`src/rtl/uart_mmio.sv`:
```
// Memory-mapped 8N1 UART for the CPU data-memory port.
// Register map (full 32-bit decode; all other addresses read as zero):
//   0x8000_0000  TX control (R)  bit0 = tx_ready
//   0x8000_0004  RX control (R)  bit0 = rx_valid, bit1 = rx_overrun
//   0x8000_0008  TX data    (W)  byte queued only while tx_ready
//   0x8000_000C  RX data    (R)  {24'b0, rx_byte}; clears rx_valid and rx_overrun
module uart_mmio #(
    parameter int unsigned CLOCK_FREQ = 50_000_000,
    parameter int unsigned BAUD_RATE  = 115_200
) (
    input  logic        clk,
    input  logic        rst,
    input  logic [31:0] addr,
    input  logic [31:0] wdata,
    input  logic        we,
    input  logic        re,
    output logic [31:0] rdata,
    input  logic        FPGA_SERIAL_RX,
    output logic        FPGA_SERIAL_TX
);

    localparam int unsigned CLKS_PER_BIT = CLOCK_FREQ / BAUD_RATE;
    localparam int unsigned CNT_W        = $clog2(CLKS_PER_BIT) + 1;

    localparam logic [CNT_W-1:0] CNT_LAST = CNT_W'(CLKS_PER_BIT - 1);
    localparam logic [CNT_W-1:0] CNT_HALF = CNT_W'(CLKS_PER_BIT / 2 - 1);

    localparam logic [31:0] ADDR_TX_CTRL = 32'h8000_0000;
    localparam logic [31:0] ADDR_RX_CTRL = 32'h8000_0004;
    localparam logic [31:0] ADDR_TX_DATA = 32'h8000_0008;
    localparam logic [31:0] ADDR_RX_DATA = 32'h8000_000C;

    typedef enum logic [1:0] {TxIdle, TxStart, TxData, TxStop} tx_state_e;
    typedef enum logic [1:0] {RxIdle, RxStart, RxData, RxStop} rx_state_e;

    // Only the low byte of the store data is meaningful.
    logic unused_wdata;
    assign unused_wdata = ^wdata[31:8];

    // ------------------------------------------------------------------
    // Bus decode
    // ------------------------------------------------------------------
    logic tx_write;
    logic rx_data_read;

    assign tx_write     = we && (addr == ADDR_TX_DATA);
    assign rx_data_read = re && (addr == ADDR_RX_DATA);

    // ------------------------------------------------------------------
    // Transmitter
    // ------------------------------------------------------------------
    tx_state_e        tx_state_q, tx_state_d;
    logic [CNT_W-1:0] tx_cnt_q, tx_cnt_d;
    logic [2:0]       tx_bit_q, tx_bit_d;
    logic [7:0]       tx_shift_q, tx_shift_d;
    logic             tx_line_q, tx_line_d;
    logic             tx_ready;

    assign tx_ready       = (tx_state_q == TxIdle);
    assign FPGA_SERIAL_TX = tx_line_q;

    // TX state register; the line output is registered so it changes on the same
    // edge as the state that defines it.
    always_ff @(posedge clk) begin
        if (rst) begin
            tx_state_q <= TxIdle;
            tx_cnt_q   <= '0;
            tx_bit_q   <= '0;
            tx_shift_q <= '0;
            tx_line_q  <= 1'b1;
        end else begin
            tx_state_q <= tx_state_d;
            tx_cnt_q   <= tx_cnt_d;
            tx_bit_q   <= tx_bit_d;
            tx_shift_q <= tx_shift_d;
            tx_line_q  <= tx_line_d;
        end
    end

    // TX next state: each state holds for CLKS_PER_BIT cycles, data goes LSB first.
    always_comb begin
        tx_state_d = tx_state_q;
        tx_cnt_d   = tx_cnt_q;
        tx_bit_d   = tx_bit_q;
        tx_shift_d = tx_shift_q;
        tx_line_d  = tx_line_q;
        unique case (tx_state_q)
            TxIdle: begin
                tx_line_d = 1'b1;
                tx_cnt_d  = '0;
                if (tx_write) begin
                    tx_state_d = TxStart;
                    tx_shift_d = wdata[7:0];
                    tx_line_d  = 1'b0;
                end
            end
            TxStart: begin
                if (tx_cnt_q == CNT_LAST) begin
                    tx_cnt_d   = '0;
                    tx_bit_d   = '0;
                    tx_state_d = TxData;
                    tx_line_d  = tx_shift_q[0];
                end else begin
                    tx_cnt_d = tx_cnt_q + 1'b1;
                end
            end
            TxData: begin
                if (tx_cnt_q == CNT_LAST) begin
                    tx_cnt_d = '0;
                    if (tx_bit_q == 3'd7) begin
                        tx_state_d = TxStop;
                        tx_line_d  = 1'b1;
                    end else begin
                        tx_bit_d   = tx_bit_q + 3'd1;
                        tx_shift_d = {1'b0, tx_shift_q[7:1]};
                        tx_line_d  = tx_shift_q[1];
                    end
                end else begin
                    tx_cnt_d = tx_cnt_q + 1'b1;
                end
            end
            TxStop: begin
                tx_line_d = 1'b1;
                if (tx_cnt_q == CNT_LAST) begin
                    tx_cnt_d   = '0;
                    tx_state_d = TxIdle;
                end else begin
                    tx_cnt_d = tx_cnt_q + 1'b1;
                end
            end
            default: begin
                tx_state_d = TxIdle;
                tx_line_d  = 1'b1;
            end
        endcase
    end

    // ------------------------------------------------------------------
    // Receiver
    // ------------------------------------------------------------------
    logic sync1_q, sync2_q;
    logic rx_in;

    assign rx_in = sync2_q;

    // Two-flop synchronizer; reset high so a reset never looks like a start bit.
    always_ff @(posedge clk) begin
        if (rst) begin
            sync1_q <= 1'b1;
            sync2_q <= 1'b1;
        end else begin
            sync1_q <= FPGA_SERIAL_RX;
            sync2_q <= sync1_q;
        end
    end

    rx_state_e        rx_state_q, rx_state_d;
    logic [CNT_W-1:0] rx_cnt_q, rx_cnt_d;
    logic [2:0]       rx_bit_q, rx_bit_d;
    logic [7:0]       rx_shift_q, rx_shift_d;
    logic             rx_commit;

    // RX state register.
    always_ff @(posedge clk) begin
        if (rst) begin
            rx_state_q <= RxIdle;
            rx_cnt_q   <= '0;
            rx_bit_q   <= '0;
            rx_shift_q <= '0;
        end else begin
            rx_state_q <= rx_state_d;
            rx_cnt_q   <= rx_cnt_d;
            rx_bit_q   <= rx_bit_d;
            rx_shift_q <= rx_shift_d;
        end
    end

    // RX next state: half a bit to the start-bit centre, then one bit per sample.
    always_comb begin
        rx_state_d = rx_state_q;
        rx_cnt_d   = rx_cnt_q;
        rx_bit_d   = rx_bit_q;
        rx_shift_d = rx_shift_q;
        rx_commit  = 1'b0;
        unique case (rx_state_q)
            RxIdle: begin
                rx_cnt_d = '0;
                if (!rx_in) begin
                    rx_state_d = RxStart;
                end
            end
            RxStart: begin
                if (rx_cnt_q == CNT_HALF) begin
                    rx_cnt_d = '0;
                    rx_bit_d = '0;
                    // Line back high at the centre: treat as a glitch.
                    rx_state_d = rx_in ? RxIdle : RxData;
                end else begin
                    rx_cnt_d = rx_cnt_q + 1'b1;
                end
            end
            RxData: begin
                if (rx_cnt_q == CNT_LAST) begin
                    rx_cnt_d   = '0;
                    rx_shift_d = {rx_in, rx_shift_q[7:1]};
                    if (rx_bit_q == 3'd7) begin
                        rx_state_d = RxStop;
                    end else begin
                        rx_bit_d = rx_bit_q + 3'd1;
                    end
                end else begin
                    rx_cnt_d = rx_cnt_q + 1'b1;
                end
            end
            RxStop: begin
                if (rx_cnt_q == CNT_LAST) begin
                    rx_cnt_d   = '0;
                    rx_state_d = RxIdle;
                    // A low stop bit is a framing error: the byte is dropped.
                    rx_commit  = rx_in;
                end else begin
                    rx_cnt_d = rx_cnt_q + 1'b1;
                end
            end
            default: begin
                rx_state_d = RxIdle;
            end
        endcase
    end

    // ------------------------------------------------------------------
    // RX holding register and status flags
    // ------------------------------------------------------------------
    logic [7:0] rx_byte_q;
    logic       rx_valid_q;
    logic       rx_overrun_q;

    // Commit has priority over a same-cycle RX-data read; the read still returns
    // the old byte because rdata samples rx_byte_q before this edge.
    always_ff @(posedge clk) begin
        if (rst) begin
            rx_byte_q    <= '0;
            rx_valid_q   <= 1'b0;
            rx_overrun_q <= 1'b0;
        end else if (rx_commit) begin
            rx_byte_q  <= rx_shift_q;
            rx_valid_q <= 1'b1;
            if (rx_valid_q && !rx_data_read) begin
                rx_overrun_q <= 1'b1;
            end
        end else if (rx_data_read) begin
            rx_valid_q   <= 1'b0;
            rx_overrun_q <= 1'b0;
        end
    end

    // ------------------------------------------------------------------
    // Load data
    // ------------------------------------------------------------------
    logic [31:0] rdata_q, rdata_d;

    assign rdata = rdata_q;

    // Read mux; status reflects the state before this cycle's edge.
    always_comb begin
        rdata_d = '0;
        if (re) begin
            if (addr == ADDR_TX_CTRL) begin
                rdata_d = {31'b0, tx_ready};
            end else if (addr == ADDR_RX_CTRL) begin
                rdata_d = {30'b0, rx_overrun_q, rx_valid_q};
            end else if (addr == ADDR_RX_DATA) begin
                rdata_d = {24'b0, rx_byte_q};
            end
        end
    end

    // Registered load data, one cycle after re.
    always_ff @(posedge clk) begin
        if (rst) begin
            rdata_q <= '0;
        end else begin
            rdata_q <= rdata_d;
        end
    end

endmodule

```
`config.mk`:
```
export PLATFORM = sky130hd
export DESIGN_NAME = uart_mmio
export DESIGN_NICKNAME = d
export VERILOG_FILES = /design/src/rtl/uart_mmio.sv
export SDC_FILE = /design/constraint.sdc
export NUM_CORES = 1
export LEC_CHECK = 0
export BUFFER_PORTS_ARGS = -buffer_cell sky130_fd_sc_hd__buf_2
export CAP_MARGIN = 20
export CORE_ASPECT_RATIO = 0.8
export CORE_UTILIZATION = 35
export DETAILED_ROUTE_END_ITERATION = 8
export PLACE_DENSITY = 0.63
export SLEW_MARGIN = 20
export SYNTH_ARGS = -nofsm -noshare
export SYNTH_HDL_FRONTEND = slang
export SYNTH_SLANG_ARGS = --single-unit
```
`constraint.sdc`:
```
create_clock -name clk -period 2.62 [get_ports clk]
set_input_delay 0.131 -clock clk [delete_from_list [all_inputs] [get_ports clk]]
set_output_delay 0.131 -clock clk [all_outputs]
set_load 0.02 [all_outputs]
```
---- After elaboration in Yosys (flattened, before gate mapping) ----
Cells that the tools add are included.
storage, ports and cells
  output and inout bits ................... 33
  word-level logic and storage cells ...... 120
  bits of input ports ..................... 69
  register bits ........................... 91
operators by class
  bitwise logic cells ..................... 2
  eq/ne operators ......................... 28
  add/sub/neg operators ................... 4
  reduce and logical (&&, ||, !) cells .... 24
  multiplexer cells ....................... 44
operators with widths
  operator                                                                number
  32-bit equality test, second input constant                             4
  10-bit two-way mux                                                      3
  10-bit case mux with 3 select lines                                     1
  2-bit two-way mux                                                       13
  8-bit two-way mux                                                       3
  2-bit inequality test, second input constant                            12
  10-bit by 1-bit adder with 10-bit output, second input constant         2
  10-bit by 9-bit equality test with 1-bit output, second input constant  2
  10-bit case mux with 2 select lines                                     1
  3-bit two-way mux                                                       6
  2-bit case mux with 4 select lines                                      2
  8-bit case mux with 2 select lines                                      1
  3-bit case mux with 2 select lines                                      2
  4-bit AND reduction                                                     3
  1-bit two-way mux                                                       11
  10-bit by 8-bit equality test with 1-bit output, second input constant  1
  5-bit AND reduction                                                     2
  2-bit equality test, second input constant                              4
  2-bit nonzero test                                                      4
  3-bit by 1-bit adder with 3-bit output, second input constant           2
  3-bit equality test, second input constant                              2
  2-bit AND reduction                                                     3
  3-bit OR reduction                                                      2
  5-bit OR reduction                                                      1
  other kinds (9)                                                         15

---- Logic depth before layout (Yosys ltp) ----
  depth in word-level cells ............... 6
  depth in mapped cells ................... 8

---- Worst setup path after synthesis ----
No wires, ideal clock.
  path kind ............................... flip-flop to flip-flop
  from .................................... reg tx_state_q[0]
  to ...................................... reg tx_shift_q[7]
  period minus slack after synthesis ...... 1.858 ns
  stages on the path, launching flop included .. 9
  data arrival time ....................... 1.741 ns
  library setup time ...................... 0.116 ns
  path slack .............................. 0.762 ns
  required time ........................... 2.504 ns
  path through ............................ dfxtp_1 -> inv_1 -> ha_1 -> clkbuf_1 -> nor2_1 -> a21oi_1 -> buf_2 -> a21oi_1 -> a41o_1
between the ends
  cells in the longest elaborated chain, start to end .. 3
  elaborated cells between the ends (all ways) .. 8
ends and longest elaborated chain
  element                                                                       RTL line  RTL
  start, declared                                                               52        tx_state_e tx_state_q, tx_state_d;
  start signal, assigned                                                        66        tx_state_q <= TxIdle;
  start signal, assigned                                                        72        tx_state_q <= tx_state_d;
  2-bit equality test or 2-bit logical NOT (tied branches)                      87        unique case (tx_state_q)
  2-bit inequality test (no source line) or 2-bit nonzero test (tied branches)  -
  4-bit AND reduction (no source line)                                          -
  end signal, assigned                                                          75        tx_shift_q <= tx_shift_d;
  end, declared                                                                 55        logic [7:0] tx_shift_q, tx_shift_d;
Several ways; a longest one is shown, not always the timed one.
A chain may end at the register's enable or synchronous reset.

---- Worst setup path after layout ----
  from .................................... reg rx_cnt_q[0]
  to ...................................... reg rx_overrun_q
between the ends
  cells in the longest elaborated chain, start to end .. 5
  elaborated cells between the ends (all ways) .. 7
ends and longest elaborated chain
  element                                                                                                  RTL line  RTL
  start, declared                                                                                          158       logic [CNT_W-1:0] rx_cnt_q, rx_cnt_d;
  start signal, assigned                                                                                   172       rx_cnt_q <= rx_cnt_d;
  10-bit by 9-bit equality test with 1-bit output (*)                                                      216       if (rx_cnt_q == CNT_LAST) begin
  1-bit two-way mux (*)                                                                                    216
  1-bit two-way mux (*)                                                                                    185       unique case (rx_state_q)
  2-bit by 1-bit inequality test with 1-bit output (no source line) or 2-bit nonzero test (tied branches)  -
  2-bit AND reduction (no source line)                                                                     -
  end signal, assigned                                                                                     244       rx_overrun_q <= 1'b0;
  end signal, assigned                                                                                     249       rx_overrun_q <= 1'b1;
  end signal, assigned                                                                                     253       rx_overrun_q <= 1'b0;
  end, declared                                                                                            236       logic rx_overrun_q;
Mark *: on every way between the ends. The rest lies on a longest branch, timed or not.

==> results.cfg <==
[grt]
grt.total_usage = 0.1320
grt_max_degree = 26
grt_pass1_wl_mm = 9.729
gr-total-overflow = 0
grt_pass1_vias = 2151
antenna_found_initial = 0

[drt]
wl_met1_mm = 2.949
ant_nets = 0
first_iter_violations = 104
drc = 0
top_layer = met4
drt_wl_total_mm = 5.991
viasPerCell = 4.797
wl_met3_um = 383
first_pass_iters = 4
num_vias = 2547
wl_met2_mm = 2.600
wire_per_inst_um = 11.28

[die]
fp.coreArea_um2 = 8708
rows = 30
dieArea_um2 = 9614
io-pin-count = 102
chipWidth_um = 109.4
die_y_um = 87.90
start_util = 0.3707

[synthesis]
syn_avg_cell_area_um2 = 8.942
ys_types = 47
synth-seq-cells = 67
synth_top_area_cell = dfxtp_1
synth_top_area_share = 0.4155
synth_top_flop_cell = dfxtp_1
ys.warnings.count = 0
synth_area_um2 = 3228
synth_edf_count = 0
synth_async_sr_flop_share = 0
netlist_top_cells_area = dfxtp_1 (42%), mux2i_1 (5.6%), buf_4 (5.6%), ha_1 (5.0%), nor2_1 (4.3%)
ys_seq_area_frac = 0.4155
synth_cells = 361

[setup_path]
critPathLaunchType = flop
path_class = flop to flop
path_cells = ha_1 -> nor4bb_1 -> and3_1 -> and4_1 -> o211ai_1 -> a21oi_1
worst_setup_path_end_kind = flop
max_stage_delay_ps = 450
cp.required_ps = 2880
cp.arrival_ps = 2410
path_max_fanout = 10
crit_slowest_cell = and4_1

[timing]
skew_ps = 7.077
relSlewSlack = 0.6660
post-route-min-period_ps = 2143
tns_ps = 0
period_share = 0.8181
tightestPinTransition_ps = 494.3
rsz0062_at_grt = false
setup_viol = 0
layout_setup_ws_ps = 476.5
drv_slew = 0
max_freq_mhz = 466.5
finalHoldViolCount = 0

[power_and_ir_drop]
vdd_drop_max_mv = 0.4075
power_leakage_uw = 0.001596
power_density_nw_per_um2 = 686.1

[layout]
syn_to_final_growth_pct = 18.45
regArea_um2 = 1341
fin_util = 0.4391
layout-drive-gt1-share = 0.2053
nets = 496
num_antenna_cells = 0
fin_area_um2 = 3824
final_common_cell = dfxtp_1
layout_common_cells = dfxtp_1 (67), buf_2 (53), nor2_1 (37), nand2_1 (31), a21oi_1 (27)
nFillCells = 865
multiInputGateArea_um2 = 1680
fin_cells = 531

[outcome]
status = finished, final reports clean

[cts]
clk_latency_ps = 330
cts_sinks = 67
h-tree-depth = 3
cts_made_buffers = 9
cts.path.max_buffers = 2
cts_tree = yes
clk_pin_slew_ps = 50
ctsResizeCount = 0
cts-root-buf = clkbuf_16

[place]
place.gp.congestion = 0.7512
dp_hpwl_mm = 4.297
place_ws_ps = 498.1
placed_cells = 514
dpl_cell_area_um2 = 3510
portBuffers = 53

[worst_hold_path]
hp-class = input pin to flop

[run]
maxCapViolCount = 0
==> path summary, 6_finish.rpt <==
| path | startpoint | to | slack (ps) | cells after the start |
|---|---|---|---|---|
| worst max-delay path | rx_cnt_q[0] | rx_overrun_q | 480 | 6 |
| worst min-delay path | wdata[7] | tx_shift_q[7] | 30 | 2 |
| worst max register to register | rx_cnt_q[0] | rx_overrun_q | 480 | 6 |
| worst min register to register | sync1_q | rx_in | 410 | 1 |
==> routing by layer <==
layer | track usage | vias to the layer above
met3 | 0.06027 | 4
met2 | 0.1984 | 71
met1 | 0.1672 | 1148
met4 | 0.04485 | 0
li1 | - | 1324
met5 | 0 | -
==> cells in the mapped netlist (all sizes together), types with 5 or more instances <==
cell / number
dfxtp: 67
nor2: 37
nand2: 31
a21oi: 28
buf: 28
mux2i: 18
clkbuf: 13
ha: 13
nand4: 12
and2: 10
inv: 10
xor2: 9
o21ai: 8
a311oi: 7
nor4: 7
nand3: 6
nor3: 6
xnor2: 6
nand2b: 5
==> power by group <==
part | switching, uW | leakage, uW | internal, uW
registers | 32.1 | 0.000540 | 1070
logic | 193 | 0.000907 | 129
clock network | 441 | 0.000148 | 761
==> through the flow <==
step | power, uW | hold slack [ps]
CTS | 2662 | 21.46
floorplan | 1382 | 234.8
finish | 2623 | 33.80
global placement | 1435 | 318.7
detailed placement | 1440 | 320.8
global route | 2759 | 53.13
==> flip-flops by register name, summed over array words and instances (netlist names), 2 cells and up, named ones only <==
signal      cells
tx_cnt_q       10
rdata           8
rx_shift_q      8
rx_bit_q        3
tx_shift_q      8
rx_cnt_q       10
tx_state_q      2
tx_bit_q        3
rx_byte_q       8
==> logic make-up after synthesis <==
| group | synth area share |
|---|---|
| xor gates and xnor gates | 0.04070 |
| DFF | 0.4155 |
| muxes | 0.06279 |
| and+or+nand+nor | 0.2240 |
| adders and majority gates | 0.05039 |
| buffers and inverters | 0.09070 |
| AOI/OAI and AO/OA | 0.1147 |
| other | 0.001162 |
==> timing repair <==
item | CTS | global route
endpoints found under the setup margin | 0 | 0
buffers inserted | 0 | 0
hold buffers | 1 | 0
hold endpoints to repair | 1 | 0
==> cell type report <==
cell class	instances	share of cell area
multi-input cells	266	0.4395
flip-flops and latches	67	0.3508
repair buffers	60	0.08377
clock buffers	10	0.06250
well taps	112	0.03665
clock inverters	6	0.01702
inverters	10	0.009817
==> worst max-delay path: cells and delay by family, from the launching register on <==
family	cells	cell delay, ps
flip-flops	1	440
adder cells (fa/ha/maj)	1	170
AND/OR/NAND/NOR	3	1170
AO/OA/AOI/OAI	2	290
(Power assumes the default switching activity.)
